$ cat src/rtl/pwm_bank_param.sv
// Parametrised PWM bank with per-channel duty, programmable TOP and prescaler, and shadowed updates at period boundaries.
// Optional: define PWM_BANK_CENTER_ALIGNED_EN for a triangle (up/down) counter with commit at the valley.
module pwm_bank_param #(
  parameter int CHANNELS = 16,
  parameter int RES      = 8,
  parameter int ADDR_W   = 7
) (
  input  logic                clk,
  input  logic                rst_n,
  input  logic                wr_en,
  input  logic [ADDR_W-1:0]   wr_addr,
  input  logic [7:0]          wr_data,
  input  logic [ADDR_W-1:0]   rd_addr,
  output logic [7:0]          rd_data,
  output logic [CHANNELS-1:0] out,
  output logic                period_tick
);

  localparam int NB     = CHANNELS / 8;
  localparam int A_PRE  = 2 * NB;
  localparam int A_TOP  = 2 * NB + 1;
  localparam int A_DUTY = 2 * NB + 2;
  localparam logic [RES-1:0] ONE = RES'(1);

  logic [CHANNELS-1:0] en_out;
  logic [CHANNELS-1:0] en_pwm;
  logic [7:0]          prescale;
  logic [7:0]          psc_cnt;
  logic [RES-1:0]      top_sh;
  logic [RES-1:0]      top_act;
  logic [RES-1:0]      duty_sh  [CHANNELS];
  logic [RES-1:0]      duty_act [CHANNELS];
  logic [RES-1:0]      cnt_p0;
  logic [RES-1:0]      cnt_nxt;
  logic [CHANNELS-1:0] out_nxt;
  logic [7:0]          rd_nxt;
  logic                tick;
  logic                wrap;
  int                  wa;
  int                  ra;

  assign wa   = int'(wr_addr);
  assign ra   = int'(rd_addr);
  assign tick = (psc_cnt == prescale);

`ifdef PWM_BANK_CENTER_ALIGNED_EN
  logic dir_dn;
  logic dir_nxt;

  // Triangle counter: the wrap event is the tick that lands on 0 while descending.
  always_comb begin
    cnt_nxt = cnt_p0;
    dir_nxt = dir_dn;
    wrap    = 1'b0;
    if (tick) begin
      if (top_act == '0) begin
        cnt_nxt = '0;
        dir_nxt = 1'b0;
        wrap    = 1'b1;
      end else if (!dir_dn) begin
        if (cnt_p0 == top_act) begin
          cnt_nxt = top_act - ONE;
          dir_nxt = (cnt_nxt != '0);
          wrap    = (cnt_nxt == '0);
        end else begin
          cnt_nxt = cnt_p0 + ONE;
        end
      end else begin
        cnt_nxt = cnt_p0 - ONE;
        if (cnt_nxt == '0) begin
          dir_nxt = 1'b0;
          wrap    = 1'b1;
        end
      end
    end
  end

  always_ff @(posedge clk) begin
    if (!rst_n) dir_dn <= 1'b0;
    else        dir_dn <= dir_nxt;
  end
`else
  always_comb begin
    cnt_nxt = cnt_p0;
    wrap    = 1'b0;
    if (tick) begin
      if (cnt_p0 == top_act) begin
        cnt_nxt = '0;
        wrap    = 1'b1;
      end else begin
        cnt_nxt = cnt_p0 + ONE;
      end
    end
  end
`endif

  // Stage 0 -> 1: compare against active duty and gate with enables
  always_comb begin
    out_nxt = '0;
    for (int i = 0; i < CHANNELS; i++)
      out_nxt[i] = en_out[i] & (~en_pwm[i] | (cnt_p0 < duty_act[i]));
  end

  always_comb begin
    rd_nxt = '0;
    for (int b = 0; b < NB; b++) begin
      if (ra == b)      rd_nxt = en_out[b*8 +: 8];
      if (ra == NB + b) rd_nxt = en_pwm[b*8 +: 8];
    end
    if (ra == A_PRE) rd_nxt = prescale;
    if (ra == A_TOP) rd_nxt[RES-1:0] = top_sh;
    for (int i = 0; i < CHANNELS; i++)
      if (ra == A_DUTY + i) rd_nxt[RES-1:0] = duty_sh[i];
  end

  always_ff @(posedge clk) begin
    if (!rst_n) begin
      en_out      <= '0;
      en_pwm      <= '0;
      prescale    <= '0;
      psc_cnt     <= '0;
      top_sh      <= '1;
      top_act     <= '1;
      cnt_p0      <= '0;
      out         <= '0;
      rd_data     <= '0;
      period_tick <= 1'b0;
      for (int i = 0; i < CHANNELS; i++) begin
        duty_sh[i]  <= '0;
        duty_act[i] <= '0;
      end
    end else begin
      if (wr_en && wa == A_PRE) begin
        prescale <= wr_data;
        psc_cnt  <= '0;
      end else begin
        psc_cnt <= tick ? 8'd0 : psc_cnt + 8'd1;
      end
      cnt_p0      <= cnt_nxt;
      period_tick <= wrap;
      // Commit reads the shadows before any same-cycle write lands in them.
      if (wrap) begin
        top_act  <= top_sh;
        duty_act <= duty_sh;
      end
      for (int b = 0; b < NB; b++) begin
        if (wr_en && wa == b)      en_out[b*8 +: 8] <= wr_data;
        if (wr_en && wa == NB + b) en_pwm[b*8 +: 8] <= wr_data;
      end
      if (wr_en && wa == A_TOP) top_sh <= wr_data[RES-1:0];
      for (int i = 0; i < CHANNELS; i++)
        if (wr_en && wa == A_DUTY + i) duty_sh[i] <= wr_data[RES-1:0];
      out     <= out_nxt;
      rd_data <= rd_nxt;
    end
  end

endmodule

$ cat config.mk
export PLATFORM = sky130hd
export DESIGN_NAME = pwm_bank_param
export DESIGN_NICKNAME = d
export VERILOG_FILES = /design/src/rtl/pwm_bank_param.sv
export SDC_FILE = /design/constraint.sdc
export NUM_CORES = 1
export LEC_CHECK = 0
export CAP_MARGIN = 20
export CORE_UTILIZATION = 56
export CTS_CLUSTER_DIAMETER = 50
export DETAILED_ROUTE_END_ITERATION = 8
export PLACE_DENSITY = 0.85
export SLEW_MARGIN = 20
export SYNTH_ARGS = -nofsm -noshare
export SYNTH_HDL_FRONTEND = slang
export SYNTH_SLANG_ARGS = --single-unit
$ cat constraint.sdc
create_clock -name clk -period 1.85 [get_ports clk]
set_input_delay 0.4625 -clock clk [delete_from_list [all_inputs] [get_ports clk]]
set_output_delay 0.4625 -clock clk [all_outputs]
set_load 0.02 [all_outputs]
==> out/metrics.cfg <==
[logic_synthesis]
syn_nets = 2182
syn_inst = 2043
synth_top_family_by_area = simple AND/OR/NAND/NOR gates
synth_async_sr_flop_share_pct = 0
synthAdderAreaFrac_pct = 7.93
syn_area_sq_um = 18000
yosys_warnings = 0
synth_flop_cell = dfxtp_1
yosysSeqAreaShare_pct = 39.3
synth-simple-area-share_pct = 18.7
synth-compound-area-share_pct = 14.9
synth_edf_count = 0
ys_ff_latch = 353
synthMuxAreaShare_pct = 11.7
synth_xor_area_share_pct = 1.41
synth_area_per_cell_sq_um = 8.81
yosysUniqueCellTypes = 64

[clocking]
clk_pin_slew_ns = 0.06
cts_hold_buf = 0
htreeDepth = 2
clockBufferDepth = 3
cts_buffers = 41
clock_latency_ns = 0.54
clock-sinks = 353
cts_tree = yes
root_buffer = clkbuf_16

[drt]
wire_per_inst_um = 21.6
first_pass_iters = 6
viasPerCell = 6.07
drc = 0
ant_nets = 0
drtIter0Drc = 1461
postRouteWirelength_um = 56300
vias = 15800

[power_and_ir_drop]
cellPowerDensity_nw_per_um2 = 776
leakage_nw = 8.43
internal_power_mw = 12.9
p_sw_share_pct = 23.8
clkPwrFrac_pct = 46.9
netSwitchingPower_mw = 4.03
seq_power_share_pct = 45.2
power_frac_comb_pct = 7.9
ir_worst_vdd_mv = 0.711

[sta]
final.min_clock_period_ns = 1.91
hold_viol = 0
slew_headroom_pct = 69.8
report.final.setup_viol = 8
skew_ns = 0.0201
tightest_slew_ns = 0.453
period_share_pct = 103
fmax_ghz = 0.522
setup_tns_ns = -0.152
rsz0062_at_grt = true
setup_ws_ns = -0.0641
slew_viol_final = 0

[job]
maxCapViolCount = 0

[place]
placed_cell_area_sq_um = 19900
gp_congestion = 0.956
io_buffers = 49
place_hpwl_um = 35900
place_ws_ns = -0.754
dp.cells = 2510

[final_layout]
drive_gt1_share_pct = 16.1
fin_area_sq_um = 21800
nets = 2313
layout_commonest_cell = dfxtp_1
final_cell_mix = dfxtp_1, nand2_1, mux2i_1, nor2b_1, inv_1
finalNonFillerCells = 2602
area_delta_synth_final_pct = 21.2
antennaDiodeCount = 0
fin_util_pct = 69.1

[worst_setup_path]
cp-start-kind = flop
crit_type = reg -> reg
cp_max_fo = 44
slowest_delay_ns = 0.36
crit_buf_inv = 2
path_cells = xor2_1, nor4_2, buf_4, nand3_4, clkbuf_16, nand2_1, a21boi_0
cpLargestDelayFamily = simple AND/OR/NAND/NOR gates
required_ns = 2.25
crit_arrival_ns = 2.31
end_kind = flop
slowest_stage = nor4_2

[floorplanning]
core_sq_um = 31600
start_util_pct = 57.0
core.rowCount = 65
die_h_um = 181
die_width_um = 181
ioPinCount = 50
die-area_sq_um = 32900

[grt]
grt_pass1_vias = 15300
grt_max_degree = 89
grt_pass1_wl_um = 82800
antenna_found_initial = 0
gr-total-overflow = 0
grt_usage_pct = 32.1

[worst_hold_path]
worstHoldPathType = in -> reg

[status]
status = finished with violations
violations = setup timing

==> final timing paths <==
path | startpoint | cells past startpoint | to | slack, ns
worst max-delay path | top_act[3] | 7 | duty_act[46] | -0.06
worst min-delay path | rst_n | 2 | duty_act[79] | 0.35
worst max register to register | top_act[3] | 7 | duty_act[46] | -0.06
worst min register to register | duty_act[92] | 2 | duty_act[92] | 0.45
==> metrics by stage <==
stage               power, mW  hold WS (ns)
floorplan                8.53         0.435
global placement         9.07         0.441
detailed placement       9.10         0.446
CTS                      16.9         0.338
global route             17.3         0.346
finish                   16.9         0.349
==> logic make-up (layout without fill, tap and decap cells) <==
group / Yosys count / count (layout)
muxes: 197 / 197
adders and majority gates: 114 / 114
AOI/OAI and AO/OA: 385 / 385
DFF: 353 / 353
and+or+nand+nor: 706 / 706
xor gates and xnor gates: 29 / 29
buffers and inverters: 259 / 416
==> final cells by class <==
cell class	count	area (sq um)
Inverter	136	512
Timing Repair Buffer	211	2290
Clock inverter	16	176
Clock buffer	53	1120
Sequential cell	353	7090
Fill cell	2241	9740
Multi-Input combinational cell	1431	10100
Tap cell	402	503
==> timing repair <==
item | CTS | global route
setup endpoints to repair | 94 | 142
setup buffers | 2 | 9
gates resized for setup | 53 | 135
gates cloned | 1 | 11
pin swaps | 17 | 32
==> synth_stat cells, types with 4 or more instances <==
library cell	count	area share (%)
a21boi_0	129	5.4
a21boi_1	32	1.3
a21oi_1	65	1.8
a221oi_2	5	0.42
a22oi_1	5	0.21
a2bb2oi_1	9	0.44
a31oi_1	17	0.59
and3_1	5	0.17
buf_2	38	1.1
buf_4	6	0.25
clkbuf_1	72	1.5
clkbuf_8	4	0.31
dfxtp_1	353	39
ha_1	114	7.9
inv_1	135	2.8
mux2_2	12	0.75
mux2i_1	175	9.7
mux4_2	10	1.3
nand2_1	355	7.4
nand2b_1	22	0.76
nand3_1	44	1.2
nand4_1	7	0.24
nor2_1	84	1.8
nor2_2	6	0.21
nor2_4	4	0.25
nor2b_1	153	5.3
o2111ai_1	17	0.83
o211a_1	16	0.89
o21ai_0	61	1.7
o221ai_1	13	0.63
o22ai_1	4	0.14
xnor2_1	12	0.58
xor2_1	17	0.83
==> state kept, by name, summed over array words and instances (netlist names) <==
register / cells
duty_act: 128
duty_sh: 128
en_out: 16
en_pwm: 16
out: 16
cnt_p0: 8
prescale: 8
psc_cnt: 8
rd_data: 8
top_act: 8
top_sh: 8
period_tick: 1
==> power groups by stage <==
| stage | combinational [mW] | sequential [mW] | clock, mW |
|---|---|---|---|
| after floorplan | 0.695 | 7.83 | 0 |
| after global placement | 1.25 | 7.81 | 0 |
| after detailed placement | 1.29 | 7.81 | 0 |
| after CTS | 1.30 | 7.65 | 7.92 |
| after global routing | 1.43 | 7.65 | 8.26 |
| final | 1.34 | 7.65 | 7.94 |
==> metal layers <==
| metal | GRT usage, % | share of wire [%] |
|---|---|---|
| met3 | 4.98 | 8.2 |
| met5 | 0 | 0 |
| met1 | 39.1 | 39 |
| met2 | 53.7 | 46 |
| met4 | 18.5 | 6.7 |
(Power assumes the default switching activity.)
